### config.mk
export PLATFORM = sky130hd
export DESIGN_NAME = instr_encode_loader_flat
export DESIGN_NICKNAME = d
export VERILOG_FILES = /design/src/rtl/instr_encode_loader_if.sv /design/src/rtl/instr_encode_loader.sv /design/src/flat_wrapper.sv
export SDC_FILE = /design/constraint.sdc
export NUM_CORES = 1
export LEC_CHECK = 0
export BUFFER_PORTS_ARGS = -buffer_cell sky130_fd_sc_hd__buf_2
export CAP_MARGIN = 20
export CORE_MARGIN = 1
export CORE_UTILIZATION = 55
export DETAILED_ROUTE_END_ITERATION = 6
export PLACE_DENSITY = 0.89
export SYNTH_ARGS = -nofsm -noshare
export SYNTH_HDL_FRONTEND = slang
export SYNTH_SLANG_ARGS = --single-unit
### constraint.sdc
create_clock -name clk -period 2.34 [get_ports clk]
set_clock_uncertainty 0.05 [all_clocks]
set_input_delay 0.351 -clock clk [delete_from_list [all_inputs] [get_ports clk]]
set_output_delay 0.351 -clock clk [all_outputs]
set_load 0.05 [all_outputs]
### src/rtl/instr_encode_loader_if.sv
// Bundles the burst-control, field-tuple and instruction-memory write signals of
// instr_encode_loader. The host side drives fields; the loader side drives the memory port.
interface instr_encode_loader_if #(
    parameter int ADDR_W = 8
);
    logic              start;
    logic [ADDR_W-1:0] base_addr;
    logic [ADDR_W:0]   count;
    logic              in_valid;
    logic              in_ready;
    logic              fmt;
    logic [2:0]        opcode;
    logic [1:0]        op;
    logic [2:0]        Rn;
    logic [2:0]        Rd;
    logic [1:0]        sh;
    logic [2:0]        Rm;
    logic [7:0]        imm8;
    logic              mem_we;
    logic [ADDR_W-1:0] mem_addr;
    logic [15:0]       mem_wdata;
    logic              busy;
    logic              done;
    logic [ADDR_W:0]   written;

    modport master (
        output start, base_addr, count, in_valid, fmt, opcode, op, Rn, Rd, sh, Rm, imm8,
        input  in_ready, mem_we, mem_addr, mem_wdata, busy, done, written
    );

    modport slave (
        input  start, base_addr, count, in_valid, fmt, opcode, op, Rn, Rd, sh, Rm, imm8,
        output in_ready, mem_we, mem_addr, mem_wdata, busy, done, written
    );
endinterface

### src/rtl/instr_encode_loader.sv
// Encodes streamed field tuples into 16-bit instructions and writes them to
// consecutive instruction-memory addresses, one write per accepted tuple.
module instr_encode_loader #(
    parameter int ADDR_W = 8
) (
    input  logic                   clk,
    input  logic                   rst_n,
    instr_encode_loader_if.slave   bus
);
    typedef enum logic [1:0] {
        IDLE   = 2'd0,
        ACCEPT = 2'd1,
        WRITE  = 2'd2,
        DONE   = 2'd3
    } state_t;

    state_t            state;
    state_t            next_state;
    logic [ADDR_W-1:0] ptr;
    logic [ADDR_W:0]   remaining;
    logic [ADDR_W-1:0] mem_addr_q;
    logic [15:0]       mem_wdata_q;
    logic [ADDR_W:0]   written_q;
    logic [15:0]       encoded;

    assign encoded = {bus.opcode, bus.op, bus.Rn,
                      bus.fmt ? bus.imm8 : {bus.Rd, bus.sh, bus.Rm}};

    // NOTE: sequential state uses non-blocking assignments so every register
    // samples pre-edge values, independent of process ordering.
    always_ff @(posedge clk or negedge rst_n) begin
        if (!rst_n) state <= IDLE;
        else        state <= next_state;
    end

    // NOTE: next_state gets its default first, so no path leaves it unassigned
    // and no latch is inferred.
    always_comb begin
        next_state = state;
        unique case (state)
            IDLE:    if (bus.start) next_state = (bus.count != '0) ? ACCEPT : DONE;
            ACCEPT:  if (bus.in_valid) next_state = WRITE;
            WRITE:   next_state = (remaining == (ADDR_W+1)'(1)) ? DONE : ACCEPT;
            DONE:    next_state = IDLE;
            default: next_state = IDLE;
        endcase
    end

    always_ff @(posedge clk or negedge rst_n) begin
        if (!rst_n) begin
            ptr         <= '0;
            remaining   <= '0;
            mem_addr_q  <= '0;
            mem_wdata_q <= '0;
            written_q   <= '0;
        end else begin
            unique case (state)
                IDLE: begin
                    if (bus.start) begin
                        ptr       <= bus.base_addr;
                        remaining <= bus.count;
                        written_q <= '0;
                    end
                end
                ACCEPT: begin
                    // Address is latched with the word so mem_addr holds steady outside WRITE.
                    if (bus.in_valid) begin
                        mem_wdata_q <= encoded;
                        mem_addr_q  <= ptr;
                    end
                end
                WRITE: begin
                    ptr       <= ptr + 1'b1;
                    remaining <= remaining - 1'b1;
                    written_q <= written_q + 1'b1;
                end
                default: ;
            endcase
        end
    end

    assign bus.in_ready  = (state == ACCEPT);
    assign bus.mem_we    = (state == WRITE);
    assign bus.busy      = (state != IDLE);
    assign bus.done      = (state == DONE);
    assign bus.mem_addr  = mem_addr_q;
    assign bus.mem_wdata = mem_wdata_q;
    assign bus.written   = written_q;
endmodule

### src/flat_wrapper.sv
// flat-port wrapper written by rule: the top's interface ports become plain ports
module instr_encode_loader_flat 
#(
    parameter int ADDR_W = 8
)
  (clk, rst_n, bus_start, bus_base_addr, bus_count, bus_in_valid, bus_fmt, bus_opcode, bus_op, bus_Rn, bus_Rd, bus_sh, bus_Rm, bus_imm8, bus_in_ready, bus_mem_we, bus_mem_addr, bus_mem_wdata, bus_busy, bus_done, bus_written);
  instr_encode_loader_if #(.ADDR_W(ADDR_W)) bus_i ();
  input  logic clk;
  input  logic rst_n;
  input wire logic [$bits(bus_i.start)-1:0] bus_start;
  input wire logic [$bits(bus_i.base_addr)-1:0] bus_base_addr;
  input wire logic [$bits(bus_i.count)-1:0] bus_count;
  input wire logic [$bits(bus_i.in_valid)-1:0] bus_in_valid;
  input wire logic [$bits(bus_i.fmt)-1:0] bus_fmt;
  input wire logic [$bits(bus_i.opcode)-1:0] bus_opcode;
  input wire logic [$bits(bus_i.op)-1:0] bus_op;
  input wire logic [$bits(bus_i.Rn)-1:0] bus_Rn;
  input wire logic [$bits(bus_i.Rd)-1:0] bus_Rd;
  input wire logic [$bits(bus_i.sh)-1:0] bus_sh;
  input wire logic [$bits(bus_i.Rm)-1:0] bus_Rm;
  input wire logic [$bits(bus_i.imm8)-1:0] bus_imm8;
  output wire logic [$bits(bus_i.in_ready)-1:0] bus_in_ready;
  output wire logic [$bits(bus_i.mem_we)-1:0] bus_mem_we;
  output wire logic [$bits(bus_i.mem_addr)-1:0] bus_mem_addr;
  output wire logic [$bits(bus_i.mem_wdata)-1:0] bus_mem_wdata;
  output wire logic [$bits(bus_i.busy)-1:0] bus_busy;
  output wire logic [$bits(bus_i.done)-1:0] bus_done;
  output wire logic [$bits(bus_i.written)-1:0] bus_written;
  assign bus_i.start = bus_start;
  assign bus_i.base_addr = bus_base_addr;
  assign bus_i.count = bus_count;
  assign bus_i.in_valid = bus_in_valid;
  assign bus_i.fmt = bus_fmt;
  assign bus_i.opcode = bus_opcode;
  assign bus_i.op = bus_op;
  assign bus_i.Rn = bus_Rn;
  assign bus_i.Rd = bus_Rd;
  assign bus_i.sh = bus_sh;
  assign bus_i.Rm = bus_Rm;
  assign bus_i.imm8 = bus_imm8;
  assign bus_in_ready = bus_i.in_ready;
  assign bus_mem_we = bus_i.mem_we;
  assign bus_mem_addr = bus_i.mem_addr;
  assign bus_mem_wdata = bus_i.mem_wdata;
  assign bus_busy = bus_i.busy;
  assign bus_done = bus_i.done;
  assign bus_written = bus_i.written;
  instr_encode_loader #(.ADDR_W(ADDR_W)) u_core (.clk(clk), .rst_n(rst_n), .bus(bus_i));
endmodule
# Word level (Yosys, flattened, before mapping)
# Index checks and enable logic that the tools add are counted.
# op_classes
addsub,3
n_eq_ne,6
n_mux,12
reduce_logical,7
# op_table
op,n
9-bit case mux with 2 select lines,2
9-bit two-way mux,2
8-bit two-way mux,2
8-bit case mux with 2 select lines,1
9-bit by 1-bit adder with 9-bit output (second input constant),1
9-bit by 1-bit equality test with 1-bit output (second input constant),1
9-bit nonzero test,1
9-bit by 1-bit subtractor with 9-bit output (second input constant),1
8-bit by 1-bit adder with 8-bit output (second input constant),1
2-bit two-way mux,4
2-bit case mux with 4 select lines,1
2-bit AND reduction,3
2-bit equality test (second input constant),2
2-bit != test (second input constant),2
2-bit nonzero test,2
2-bit by 1-bit equality test with 1-bit output (second input constant),1
2-bit logical NOT,1
# word_totals
reg_bits,52
inputBits,46
out_inout_bits,37
word_cells,34

# Longest topological paths before layout
# depth
word_depth,4
mapped_depth,7
depth_no_buf,5

# Worst setup path before layout
# OpenSTA, ideal clock, no wires.
# synth_timing
path_type,reg2reg
startpoint,register u_core.written_q[0] (netlist: u_core.bus.written[0])
endpoint,register u_core.written_q[8] (netlist: u_core.bus.written[8])
setup_ps,144
t_arrival_ps,1528
required_ps,2146
slack_ps,618
stages_incl_launch_ff,6
n_path_buf,0
synth_period_minus_slack_ps,1722
path_cell_list,dfrtp_1 ha_1 and3_1 a41oi_1 o21ai_0 o41ai_2
# synth_via
elab_chain_cells,2
# synth_rtl
item,line_no,text
start: declaration,instr_encode_loader.sv:23,logic [ADDR_W:0] written_q;
start signal: assignment,instr_encode_loader.sv:75,written_q <= written_q + 1'b1;
9-bit by 1-bit adder with 9-bit output,instr_encode_loader.sv:75,
9-bit case mux with 2 select lines,instr_encode_loader.sv:57,unique case (state)
# No other way between the ends.
# A chain may end at the register's enable or synchronous reset.

# Worst setup path after layout
# layout_timing
startpoint,register u_core.state[0]
endpoint,output port bus_mem_we
# layout_via
elab_chain_cells,1
# layout_rtl
item,line_no,text
start: declaration,instr_encode_loader.sv:17,state_t state;
start signal: assignment,instr_encode_loader.sv:33,else state <= next_state;
2-bit equality test,instr_encode_loader.sv:83,assign bus.mem_we = (state == WRITE);
end: declaration,flat_wrapper.sv:23,output wire logic [$bits(bus_i.mem_we)-1:0] bus_mem_we;
# No other way between the ends.

==> results_dict.tcl <==
set metrics [dict create \
    gp_congestion 0.978 \
    placed_cells_incl_taps 384 \
    insertion_delay_ns 0.31 \
    max_freq_ghz 0.507 \
    synth.net_count 305 \
    maxSlewHeadroom 0.581 \
    io-pin-count 83 \
    design_area_mm2 0.00323 \
    grt_overflow 0 \
    synth_area_leader_cell "dfrtp_1" \
    startpoint_type "flip-flop" \
    dp_hpwl_mm 4.60 \
    cts_tree "done" \
    hold_buffers 0 \
    placed_area_mm2 0.00312 \
    final_util 0.718 \
    finalSetupTns_ns 0 \
    fin_crit_sh 0.844 \
    antenna_found_initial 0 \
    dr.first_iter.drc_count 117 \
    wl_per_cell_um 15.5 \
    p_per_area_mw_per_mm2 1490 \
    worstSetupPathType "flip-flop to output port" \
    layoutNonFillerInstCount 392 \
    ant_nets 0 \
    fp.coreArea_mm2 0.00450 \
    dieArea_mm2 0.00513 \
    path_clk_slew_ns 0.10 \
    root_buffer "clkbuf_8" \
    start_util 0.591 \
    routed-via-count 2285 \
    wl_mm 6.08 \
    cap_violations 0 \
    tightest_slew_ns 0.628 \
    portBuffers 82 \
    r2r_setup_slack_ns 0.68 \
    post-place-ws_ns 0.691 \
    die_w_um 71.6 \
    p_leak_nw 1.60 \
    drive_gt1_frac 0.353 \
    antenna_cells 0 \
    syn-cell-area_mm2 0.00266 \
    post-cts-setup-buffers 0 \
    synth_top_cell_area_share 0.488 \
    yosys_register_bits 52 \
    layout.nets 389 \
    ir_drop_v 0.000724 \
    die_y_um 71.6 \
    path_buf_inv 2 \
    rsz0062_at_grt "false" \
    whs_ns -0.00338 \
    avgSynthCellArea_um2 10.4 \
    critPathSlowestCell "dfrtp_1" \
    path_cells "nand2b_1 > inv_1 > buf_2" \
    fillers 333 \
    grt_pass1_wl_mm 9.95 \
    r2r_start "u_core.state[1]" \
    areaGrowthSynthToFinish_pct 21.3 \
    cts_made_buffers 5 \
    crit_family "buffers and inverters" \
    worst_ep_arrival_time_ns 1.57 \
    yosysWarnings 0 \
    multi_input_area_mm2 0.00126 \
    setup_violations 0 \
    htreeDepth 2 \
    ff2ff_path_depth 4 \
    yosysSeqAreaShare 0.488 \
    cp_slowest_stage_delay_ns 0.48 \
    path_max_fanout 10 \
    endpoint_kind "output port" \
    grt_max_degree 34 \
    row_count 24 \
    min_period_ns 1.97 \
    final_max_slew_viol_count 0 \
    synth_common_cells "dfrtp_1 (52), nand2_1 (29), o21ai_0 (22)" \
    cp.required_ns 1.94 \
    rr_endpoint "u_core.bus.mem_addr[2]" \
    cts.sinks 52 \
    drc 0 \
    async_flop_share 1.00 \
    first_pass_iters 4 \
    yosys-top-cells-area "dfrtp_1 (49%), mux2_4 (6.8%), o21ai_0 (4.1%), nand2_1 (4.1%), mux2i_1 (3.8%)" \
    worstHoldPathType "primary input to asynchronous set/reset pin" \
    register_area_mm2 0.00130 \
    viasPerCell 5.83 \
    synth_edf_count 0 \
    synth_cell_type_count 48 \
    yosysMostFrequentCell "dfrtp_1" \
    clock_path_buffers 2 \
    cts_resized 0 \
    synthCells 255 \
    failed_checks "hold timing" \
    synthFlopType "dfrtp_1" \
    grt_pass1_vias 2218 \
    fin_ws_ns 0.366 \
    hold_viol 7 \
    track_usage 0.249 \
    outcome "complete, but fails checks" \
]
## report_power, final
group          switching (mW)  internal [mW]  leakage [nW]
Combinational            1.68          0.851         0.920
Clock                   0.313          0.323        0.0548
Sequential              0.377           1.28         0.625
Total                    2.37           2.46          1.60
## layout make-up
class                      count  share of cell area
sequential                    52               0.403
clock inverter                 3              0.0143
clock buffer                   5              0.0213
multi-input combinational    184               0.389
inverter                       6             0.00697
timing repair buffer          90               0.146
tap                           52              0.0201
## sequential cells by signal (all words and copies together), names as in the netlist
| signal | cells |
|---|---|
| u_core.remaining | 9 |
| u_core.bus.mem_wdata | 16 |
| u_core.bus.mem_addr | 8 |
| u_core.state | 2 |
| u_core.bus.written | 9 |
| u_core.ptr | 8 |
## stage by stage
stage | hold slack [ns] | power (mW)
5_1_grt | 0.0391 | 5.11
3_3_place_gp | 0.335 | 4.11
6_report | -0.00338 | 4.83
3_5_place_dp | 0.344 | 4.20
4_1_cts | 0.00273 | 4.83
2_1_floorplan | 0.00541 | 3.60
## metal layers
metal,vias up,routed length (µm),GRT usage
li1,1099,-,-
met1,1084,2800,0.329
met2,93,2780,0.419
met3,9,412,0.0422
met4,0,82,0.0871
met5,-,0,0
## cell families (layout without fill, tap and decap cells)
| group | after synthesis | after routing | share of synthesized area |
|---|---|---|---|
| AO/OA/AOI/OAI | 80 | 80 | 0.192 |
| AND/OR/NAND/NOR | 71 | 71 | 0.131 |
| flip-flops | 52 | 52 | 0.488 |
| multiplexers | 25 | 25 | 0.118 |
| buffers and inverters | 19 | 104 | 0.0395 |
| adder cells (fa/ha/maj) | 4 | 4 | 0.0188 |
| XOR/XNOR | 4 | 4 | 0.0132 |
## worst max path at each step
stage	startpoint	to	slack, ns	cells past startpoint
global placement	u_core.state[1]	u_core.bus.mem_addr[0]	0.74	4
detailed placement	u_core.state[1]	u_core.bus.mem_addr[2]	0.69	4
CTS	u_core.state[0]	bus_mem_we	0.38	3
floorplan	u_core.bus.written[0]	u_core.bus.written[8]	0.62	5
global route	u_core.state[0]	bus_mem_we	0.27	3
finish	u_core.state[0]	bus_mem_we	0.37	3
## cells in the final DEF (no fill, tap or decap), types with 2 or more instances in the layout
cell and n:
buf_2 82, dfrtp_1 52, nand2_1 29, o21ai_0 22, a21oi_1 19, nor2_1 13, mux2_4 12, mux2i_1 10
o22ai_1 10, buf_4 8, nand3_1 6, nor3_1 6, inv_1 5, o22a_1 5, clkbuf_8 5, a31oi_1 4
ha_1 4, nand2b_1 3, and2_1 3, a41oi_1 3, o21ai_1 3, mux2_2 3, a211oi_1 2, and3_1 2
o41ai_2 2, o31ai_1 2, xor2_1 2, xnor2_1 2
No activity file was read; power rests on OpenSTA's default activity.
